File: config.mk
export PLATFORM = sky130hd
export DESIGN_NAME = matrix_loader
export DESIGN_NICKNAME = d
export VERILOG_FILES = /design/src/rtl/matrix_loader.sv
export SDC_FILE = /design/constraint.sdc
export NUM_CORES = 1
export LEC_CHECK = 0
export CAP_MARGIN = 10
export CORE_ASPECT_RATIO = 1.5
export CORE_MARGIN = 2
export CORE_UTILIZATION = 48
export CTS_BUF_LIST = sky130_fd_sc_hd__clkbuf_4 sky130_fd_sc_hd__clkbuf_8
export DETAILED_ROUTE_END_ITERATION = 8
export GPL_ROUTABILITY_DRIVEN = 0
export PLACE_DENSITY = 0.83
export RECOVER_POWER = 50
export SLEW_MARGIN = 10
export SYNTH_ARGS = -nofsm -noshare
export SYNTH_HDL_FRONTEND = slang
export SYNTH_SLANG_ARGS = --single-unit
File: constraint.sdc
create_clock -name CLK -period 2.5 [get_ports CLK]
set_input_delay 0.25 -clock CLK [delete_from_list [all_inputs] [get_ports CLK]]
set_output_delay 0.25 -clock CLK [all_outputs]
set_load 0.005 [all_outputs]
File: src/rtl/matrix_loader.sv
// matrix_loader: accepts a row-major stream of matrix A then matrix B and
// turns each accepted word into a one-cycle write pulse towards the
// accelerator's A or B storage.
// Optional feature: define MATRIX_LOADER_LAST_CHECK_EN to check s_last
// framing on every transfer and raise a sticky err on a mismatch.
module matrix_loader #(
    parameter int unsigned DIM = 64
) (
    input  logic        CLK,
    input  logic        RST_L,
    input  logic        start,
    input  logic [31:0] s_data,
    input  logic        s_valid,
    output logic        s_ready,
    input  logic        s_last,
    output logic [2:0]  wen,
    output logic [31:0] a_data,
    output logic [31:0] b_data,
    output logic        busy,
    output logic        done,
    output logic        err
);

    localparam int unsigned CNT_W = 12;
    localparam int unsigned WORDS = DIM * DIM;
    localparam logic [CNT_W-1:0] LAST_IDX = CNT_W'(WORDS - 1);

    localparam logic [1:0] S_IDLE   = 2'd0;
    localparam logic [1:0] S_LOAD_A = 2'd1;
    localparam logic [1:0] S_LOAD_B = 2'd2;
    localparam logic [1:0] S_DONE   = 2'd3;

    logic [1:0]       state;
    logic [1:0]       state_d;
    logic [CNT_W-1:0] cnt;
    logic [CNT_W-1:0] cnt_d;
    logic             xfer;
    logic             last_word;
    logic             start_ok;

    // s_ready is a registered state decode, so the handshake never loops back
    assign xfer      = s_valid & s_ready;
    assign last_word = (cnt == LAST_IDX);
    assign start_ok  = (state == S_IDLE) & start;

    // Next-state and word-counter logic
    always_comb begin
        state_d = state;
        cnt_d   = cnt;
        case (state)
            S_IDLE: begin
                if (start) begin
                    state_d = S_LOAD_A;
                end
            end
            S_LOAD_A: begin
                if (xfer && last_word) begin
                    state_d = S_LOAD_B;
                end
            end
            S_LOAD_B: begin
                if (xfer && last_word) begin
                    state_d = S_DONE;
                end
            end
            S_DONE: begin
                state_d = S_IDLE;
            end
            default: begin
                state_d = S_IDLE;
            end
        endcase
        if (start_ok) begin
            cnt_d = '0;
        end else if (xfer) begin
            cnt_d = last_word ? '0 : cnt + CNT_W'(1);
        end
    end

    // State and counter registers
    always_ff @(posedge CLK or negedge RST_L) begin
        if (!RST_L) begin
            state <= S_IDLE;
            cnt   <= '0;
        end else begin
            state <= state_d;
            cnt   <= cnt_d;
        end
    end

    // Registered write strobes, data and status decoded from the next state
    always_ff @(posedge CLK or negedge RST_L) begin
        if (!RST_L) begin
            wen     <= 3'b000;
            a_data  <= '0;
            b_data  <= '0;
            s_ready <= 1'b0;
            busy    <= 1'b0;
            done    <= 1'b0;
        end else begin
            wen     <= {xfer && (state == S_LOAD_A), xfer && (state == S_LOAD_B), 1'b0};
            if (xfer && (state == S_LOAD_A)) begin
                a_data <= s_data;
            end
            if (xfer && (state == S_LOAD_B)) begin
                b_data <= s_data;
            end
            s_ready <= (state_d == S_LOAD_A) || (state_d == S_LOAD_B);
            busy    <= (state_d != S_IDLE);
            done    <= (state_d == S_DONE);
        end
    end

`ifdef MATRIX_LOADER_LAST_CHECK_EN
    logic err_d;

    // Sticky framing error: s_last must mark exactly the final word of a matrix
    always_comb begin
        err_d = err;
        if (start_ok) begin
            err_d = 1'b0;
        end else if (xfer && (s_last != last_word)) begin
            err_d = 1'b1;
        end
    end

    // Error flag register
    always_ff @(posedge CLK or negedge RST_L) begin
        if (!RST_L) begin
            err <= 1'b0;
        end else begin
            err <= err_d;
        end
    end
`else
    logic unused_last;

    // Framing is not checked in this build
    assign unused_last = s_last;
    assign err         = 1'b0;
`endif

endmodule
# [Yosys cells after proc, flatten, opt, wreduce, memory -nomap -nowiden]
# Index checks and enable logic that the tools add are counted.
[op_classes] eq_ne=7 reduce_logical=7 n_bitwise=2 add_sub_neg=1 muxes=7
[ops] op="$mux W12" n=3
[ops] op="$add A12 B1 Y12 const B" n=1
[ops] op="$eq A12 B12 Y1 const B" n=1
[ops] op="$eq A2 B2 Y1 const B" n=4
[ops] op="$pmux W2 S4" n=1
[ops] op="$mux W2" n=3
[ops] op="$eq A2 B1 Y1 const B" n=2
[ops] op="$reduce_bool A2 Y1" n=2
[ops] op="$logic_and A1 B1 Y1" n=3
[ops] op="$and A1 B1 Y1" n=2
[ops] op="$logic_not A2 Y1" n=1
[ops] op="$logic_or A1 B1 Y1" n=1
[totals] out_inout_bits=71 ff_bits=83 inputBits=37 word_cells=32

# [Longest topological paths before layout]
# Gate-level depths: netlist (run 1).
[depth] depth_word=6 depth_mapped=7 depth_no_buf=7

# [Least setup slack after synthesis (run 1)]
# OpenSTA, ideal clock, no wires.
[synth_path] kind="register to register" start="reg cnt[0]" end="reg s_ready" arrival_ns=1.777 stages_incl_launch_ff=7 setup_slack_ns=0.597 path_buffers=0 path_cell_list="dfrtp_1 > ha_1 > nand3_1 > nor4_4 > nor2b_1 > a211o_1 > ha_1"
[synth_between] elab_chain_cells=6
[synth_lines] element="start: declaration" line_no="35" text="logic [CNT_W-1:0] cnt;"
[synth_lines] element="start signal: assignment" line_no="87" text="cnt <= cnt_d;"
[synth_lines] element="$eq A12 B12 Y1 (*)" line_no="43" text="assign last_word = (cnt == LAST_IDX);"
[synth_lines] element="$logic_and A1 B1 Y1 (*)" line_no="57, 62"
[synth_lines] element="$mux W2, on equally long branches" line_no="62, 57"
[synth_lines] element="$pmux W2 S4 (*)" line_no="50" text="case (state)"
[synth_lines] element="$eq A2 B1 Y1 / $eq A2 B2 Y1 (equally long branches)" line_no="108" text="s_ready <= (state_d == S_LOAD_A) || (state_d == S_LOAD_B);"
[synth_lines] element="$logic_or A1 B1 Y1 (*)" line_no="108"
[synth_lines] element="end signal: assignment" line_no="108"
[synth_lines] element="end: declaration" line_no="14" text="output logic s_ready,"
# Every way passes the cells marked *; elsewhere a longest branch is shown, timed or not.
# A chain may end at the register's enable or synchronous reset.

# [Worst setup path after layout (run 1)]
[layout_path] start="reg state[0]" end="reg a_data[13]"
[layout_between] elab_chain_cells=2
[layout_lines] element="start: declaration" line_no="33" text="logic [1:0] state;"
[layout_lines] element="start signal: assignment" line_no="86" text="state <= state_d;"
[layout_lines] element="$eq A2 B1 Y1" line_no="102" text="if (xfer && (state == S_LOAD_A)) begin"
[layout_lines] element="$logic_and A1 B1 Y1" line_no="102"
[layout_lines] element="end signal: assignment" line_no="103" text="a_data <= s_data;"
[layout_lines] element="end: declaration" line_no="17" text="output logic [31:0] a_data,"
# Every way passes these cells.

==> results of run 1 <==
[metal layers]
layer	part of all wire, %	wire length [µm]	track usage, %	vias up
met1	38	2700	22.4	1139
met5	0	0	0	-
li1	-	-	-	1038
met4	1.5	108	8.09	0
met3	5.3	374	5.31	10
met2	55	3850	33.4	75
[cell usage in the layout (no fill, tap or decap), drive strengths merged, types with 3 or more instances in the layout]
| cell type | count |
|---|---|
| xor2 | 3 |
| nor2b | 3 |
| ha | 3 |
| nor2 | 12 |
| dlygate4sd3 | 31 |
| buf | 3 |
| clkdlybuf4s50 | 72 |
| nand2 | 9 |
| a21oi | 7 |
| dfrtp | 83 |
| nand4 | 3 |
| clkbuf | 16 |
| xnor2 | 4 |
| nand3 | 4 |
| inv | 6 |
| mux2 | 64 |
[worst min path at each step]
stage | from | end
after floorplan | RST_L | a_data[0]
after global placement | RST_L | state[0]
after detailed placement | RST_L | a_data[17]
after CTS | RST_L | b_data[17]
after global routing | a_data[8] | a_data[8]
final | RST_L | b_data[17]
[per-stage QoR]
stage / worst slack (ps) / hold WS, ps / instance area (µm²) / utilization, %
after global placement: 491 / 476 / 4470 / 65.7
after detailed placement: 425 / 488 / 4470 / 65.7
after CTS: 419 / 99.7 / 4720 / 69.3
after global routing: 294 / 509 / 4710 / 69.2
final: 401 / 428 / 4710 / 69.2
after floorplan: 597 / -45.6 / 3350 / -
[where the power goes]
part	switching [W]	leakage (nW)	internal, W
clock	0.000476	0.122	0.000672
combinational	0.000145	0.994	0.000227
sequential	0.0000899	1.05	0.00144
[flip-flops by register name, summed over array words and instances, names as in the netlist]
signal	flops
done	1
busy	1
s_ready	1
b_data	32
a_data	32
wen	2
cnt	12
state	2
[cells by family (layout without fill, tap and decap cells)]
group	count (synthesis)	after routing	synth area share [%]
multiplexers	64	64	21.5
adder cells (fa/ha/maj)	3	3	1.12
flip-flops	83	83	62.0
AND/OR/NAND/NOR	39	39	6.87
buffers and inverters	17	131	2.39
XOR/XNOR	7	7	1.83
other	1	2	0.112
AO/OA/AOI/OAI	19	19	4.18
[cell usage after synthesis, drive strengths merged (2+ instances only)]
cell type / instances / area (µm²)
nand4: 3 / 33.8
a211oi: 2 / 20.0
buf: 9 / 50.0
nor3: 2 / 10.0
xnor2: 4 / 35.0
clkbuf: 2 / 7.51
a21oi: 7 / 35.0
nor2: 12 / 47.6
dfrtp: 83 / 2080
xor2: 3 / 26.3
mux2: 64 / 721
o21ai: 2 / 13.8
ha: 3 / 37.5
nand2: 9 / 33.8
nand3: 4 / 20.0
a211o: 2 / 17.5
inv: 6 / 22.5
nor4: 2 / 27.5
nor2b: 3 / 18.8
[worst max-delay path: stages (launching register included)]
cell	delay, ps
dfrtp_1	450
nor2b_1	180
nand2_1	90
clkbuf_1	820
mux2_2	430
[layout make-up]
| cell class | count | area (µm²) |
|---|---|---|
| clock inverters | 3 | 67.6 |
| well taps | 78 | 97.6 |
| inverters | 6 | 22.5 |
| fillers | 513 | 2100 |
| clock buffers | 13 | 179 |
| repair buffers | 109 | 1070 |
| flip-flops and latches | 83 | 2080 |
| multi-input cells | 134 | 1200 |
==> summary.md, run 1 <==
| Metric | Value |
|---|---|
| Critical Path Start | `state[0]` |
| Crit start category | `flip-flop` |
| FF-to-FF Start | `state[0]` |
| CTS buffer count | `9` |
| Clock transition at the registers of the reported paths | `80 ps` |
| PwrDens | `between 600 and 700 mW/mm²` |
| I/O pins | `around 110` |
| Initial DRC Count | `111` |
| Final Max Slew Viols | `84` |
| Largest net degree at the start of global routing | `84` |
| Peak Freq | `between 0.4 and 0.5 GHz` |
| Routed Antenna Nets | `0` |
| Post-CTS resize count | `0` |
| Nets | `roughly 380` |
| Max Clock Skew | `approximately 5.6 ps` |
| Clock sinks | `83` |
| Worst-skew pair later-pin latency | `about 350 ps` |
| Hold crit path type | `in2async` |
| P_leak | `around 2.2 nW` |
| Max-cap viol count | `1` |
| Site Rows | `37` |
| Total GRT Usage | `about a fifth` |
| Port-buffer cells | `about 100` |
| Worst endpoint required time | `2740 ps` |
| Critical path capture point | `a_data[13]` |
| Full die area | `about 0.0077 mm²` |
| Initial Util | `around half` |
| Setup tns final | `0 ps` |
| Pre-Repair DR Iteration Count | `4` |
| Vias per inst | `between 5 and 6` |
| GRT Residual Overflow | `0` |
| Critical path endpoint category | `flip-flop` |
| CTS max path bufs | `2` |
| Non-Filler Instances | `between 400 and 500` |
| Worst reg2reg path endpoint | `a_data[13]` |
| Placeable Area | `about 0.0068 mm²` |
| Worst-margin pin slew | `around 2000 ps` |
| Share of cells above drive strength 1 | `26.4%` |
| Register area share after synthesis | `about three fifths` |
| DRC errors left | `0` |
| Max-Slew Margin vs Limit | `-33.7%` |
| Netlist Area Pre-Place | `approximately 0.0034 mm²` |
| Vias in the first global route | `~2.4k` |
| Synth cell types | `36` |
| Synthesized area per cell | `about 14 µm²` |
| Critical path class | `reg2reg` |
| R2R setup slack | `between 400 and 500 ps` |
| ANT cells | `0` |
| R2R cell count | `4` |
| Final Hold Viols | `0` |
| Synthesized flop and latch total | `83` |
| Worst path arrival time | `2330 ps` |
| Number of synthesized flops with an enable pin | `0` |
| Mean routed wirelength per cell | `16.5 µm` |
| H-tree levels | `3` |
| VDD IR max | `0.446 mV` |
| Final worst path period need | `~2100 ps` |
| CTS tree | `yes` |
| Vias post-DR | `2262` |
| First-pass GRT wire length | `about 11 mm` |
| Post-CTS Setup Repair Bufs | `0` |
| Post-synthesis async set-or-reset flop share | `100%` |
| Initial antenna violation count | `0` |
| Area Growth Syn to Fin | `40.5%` |
| Final setup fails | `0` |
| Failing checks | `max-capacitance violations, max-slew violations` |
| Die Ht | `106 µm` |
| Final WL | `7.03 mm` |
| Placed cell count | `approximately 400` |
| Synth warn | `0` |
| Clock root buffer | `clkbuf_8` |
| Period utilisation layout | `83.9%` |
| Synth Instances | `233` |
| CP max FO | `18` |
| # hold bufs at CTS | `0` |
| Post-synth top flop | `dfrtp_1` |
| Dpl hpwl | `about 5.0 mm` |
| Die X | `around 72 µm` |
| Unrepaired setup endpoints after global routing | `no` |
| Status | `finished, violations left` |
| Final Power | `between 0.003 and 0.004 W` |
(Power assumes the default switching activity.)
==> run 2, diff against run 1 <==
--- a/config.mk
+++ b/config.mk
@@ -8,11 +8,11 @@
 export CAP_MARGIN = 10
 export CORE_ASPECT_RATIO = 1.5
 export CORE_MARGIN = 2
-export CORE_UTILIZATION = 48
+export CORE_UTILIZATION = 43
 export CTS_BUF_LIST = sky130_fd_sc_hd__clkbuf_4 sky130_fd_sc_hd__clkbuf_8
 export DETAILED_ROUTE_END_ITERATION = 8
 export GPL_ROUTABILITY_DRIVEN = 0
-export PLACE_DENSITY = 0.83
+export PLACE_DENSITY = 0.78
 export RECOVER_POWER = 50
 export SLEW_MARGIN = 10
 export SYNTH_ARGS = -nofsm -noshare
==> constraint.sdc (replaced) <==
create_clock -name CLK -period 1.7 [get_ports CLK]
set_input_delay 0.17 -clock CLK [delete_from_list [all_inputs] [get_ports CLK]]
set_output_delay 0.17 -clock CLK [all_outputs]
set_load 0.005 [all_outputs]
==> run 2 against run 1 <==
Compared with the run above:
- the run now ends clean
- non-clock buffer count up 15
- register-to-register slack worse by 370 ps
- flip-flop and latch count unchanged
- cell count up 9.2%
- critical path type unchanged
==> summary.md, run 2 (same netlist as run 1, synthesis figures left out) <==
| Metric | Value |
|---|---|
| Status | `complete, no violations (was finished, violations left)` |
| Final worst path period need | `1670 ps (was 2100 ps)` |
| GRT Residual Overflow | `0 (unchanged)` |
| Commonest non-fill, non-tap cell in the layout | `dfrtp_1 (unchanged)` |
| R2R setup slack | `30 ps (was 400 ps)` |
| Max-cap viol count | `0 (was 1)` |
| Final WL | `7.23 mm (was 7.03 mm)` |
| Critical path endpoint category | `flip-flop (unchanged)` |
| Pre-Repair DR Iteration Count | `4 (unchanged)` |
| CP max FO | `4 (was 18)` |
| Vias per inst | `4.95 (was 5.31)` |
| Placeable Area | `0.00761 mm² (was 0.00681 mm²)` |
| Full die area | `0.00853 mm² (was 0.00768 mm²)` |
| Mean routed wirelength per cell | `15.6 µm (was 16.5 µm)` |
| Routed Antenna Nets | `0 (unchanged)` |
| Nets | `398 (was 383)` |
| CTS buffer count | `9 (unchanged)` |
| Area Growth Syn to Fin | `45.9% (was 40.5%)` |
| Share of cells above drive strength 1 | `30.6% (was 26.4%)` |
| Vias post-DR | `2300 (was 2262)` |
| Vias in the first global route | `2468 (was 2368)` |
| ANT cells | `0 (unchanged)` |
| Post-CTS Setup Repair Bufs | `0 (unchanged)` |
| I/O pins | `108 (unchanged)` |
| Hold crit path type | `in2async (unchanged)` |
| Peak Freq | `0.598 GHz (was 0.477 GHz)` |
| Clock transition at the registers of the reported paths | `80 ps (about the same)` |
| H-tree levels | `3 (unchanged)` |
| Die X | `76.1 µm (was 72.2 µm)` |
| Worst-margin pin slew | `704 ps (was 2000 ps)` |
| P_leak | `2.24 nW (was 2.17 nW)` |
| Total GRT Usage | `18.2% (was 19.5%)` |
| CTS tree | `yes (unchanged)` |
| Dpl hpwl | `5.19 mm (was 4.96 mm)` |
| Most frequent cells in the layout | `dfrtp_1, clkdlybuf4s50_1, mux2_2 (unchanged)` |
| Critical path class | `reg2reg (unchanged)` |
| Die Ht | `112 µm (was 106 µm)` |
| Unrepaired setup endpoints after global routing | `yes (was no)` |
| Max Clock Skew | `5.59 ps (was 5.65 ps)` |
| Worst path arrival time | `1910 ps (was 2330 ps)` |
| Final Hold Viols | `0 (unchanged)` |
| Clock sinks | `83 (unchanged)` |
| Top Registers | `a_data: 32 flops, b_data: 32 flops, cnt: 12 flops (unchanged)` |
| Period utilisation layout | `98.3% (was 83.9%)` |
| Final setup fails | `0 (unchanged)` |
| CTS max path bufs | `2 (unchanged)` |
| Initial DRC Count | `103 (was 111)` |
| Initial antenna violation count | `0 (unchanged)` |
| First-pass GRT wire length | `12.0 mm (was 11.4 mm)` |
| Largest net degree at the start of global routing | `42 (was 84)` |
| Worst endpoint required time | `1930 ps (was 2740 ps)` |
| DRC errors left | `0 (unchanged)` |
| Final Max Slew Viols | `0 (was 84)` |
| Final Power | `0.00437 W (was 0.00305 W)` |
| Final Util | `64.2% (was 69.2%)` |
| Worst-skew pair later-pin latency | `350 ps (about the same)` |
| Port-buffer cells | `104 (unchanged)` |
| VDD IR max | `0.518 mV (was 0.446 mV)` |
| PwrDens | `895 mW/mm² (was 648 mW/mm²)` |
| Crit start category | `flip-flop (unchanged)` |
| Site Rows | `39 (was 37)` |
| Initial Util | `44.0% (was 49.2%)` |
| Max-Slew Margin vs Limit | `53.1% (was -33.7%)` |
| Clock root buffer | `clkbuf_8 (unchanged)` |
## run 2: timing repair
item | CTS | global route
hold buffers | 1 | 0
endpoints found under the hold margin | 27 | 0
endpoints found under the setup margin | 0 | 4
resized for setup | 0 | 2
## run 2: path summary, 6_finish.rpt
| check | cells past startpoint | endpoint | from |
|---|---|---|---|
| worst min-delay path | 2 | a_data[19] | RST_L |
| max in group asynchronous | 3 | a_data[10] | RST_L |
| worst max register to register | 6 | s_ready | cnt[1] |
| worst max-delay path | 6 | s_ready | cnt[1] |
| min in group CLK | 2 | b_data[1] | s_data[1] |
| worst min register to register | 1 | a_data[24] | a_data[24] |
## run 2: through the flow
stage | hold slack, ps | worst slack, ps | cells | setup TNS (ps) | area [µm²]
5_1_grt | 448 | -55.2 | 465 | -1400 | 4890
6_report | 404 | 28.4 | 465 | 0 | 4890
3_5_place_dp | 120 | -93.1 | 448 | -205 | 4670
3_3_place_gp | 118 | -72.3 | 448 | -102 | 4670
2_1_floorplan | -126 | 33.2 | 234 | 0 | 3370
4_1_cts | 288 | 24.0 | 465 | 0 | 4900
## run 2: layer usage
metal  share of wire (%)  GRT usage (%)  vias up
met5                   0              0        -
met4                 2.6           10.5        0
met3                 4.2           3.70       13
met2                  55           32.8       67
met1                  38           19.8     1152
li1                    -              -     1068
## run 2: critical path, cell delays in order (launching register included)
cell	delay [ps]
dfrtp_1	420
ha_1	230
nand3_4	120
nor4_4	50
buf_4	150
a211o_1	300
ha_1	300
## run 2: layout make-up
cell class                 count  area, µm²
inverter                       6       22.5
multi-input combinational    134       1220
clock inverter                 1       30.0
timing repair buffer         124       1220
clock buffer                  15        188
fill                         629       2730
tap                          102        128
sequential                    83       2080
## run 2: power by group
part	internal (W)	switching (W)	leakage [nW]
registers	0.00212	0.000123	1.05
logic	0.000377	0.000250	1.07
clock network	0.000850	0.000651	0.114
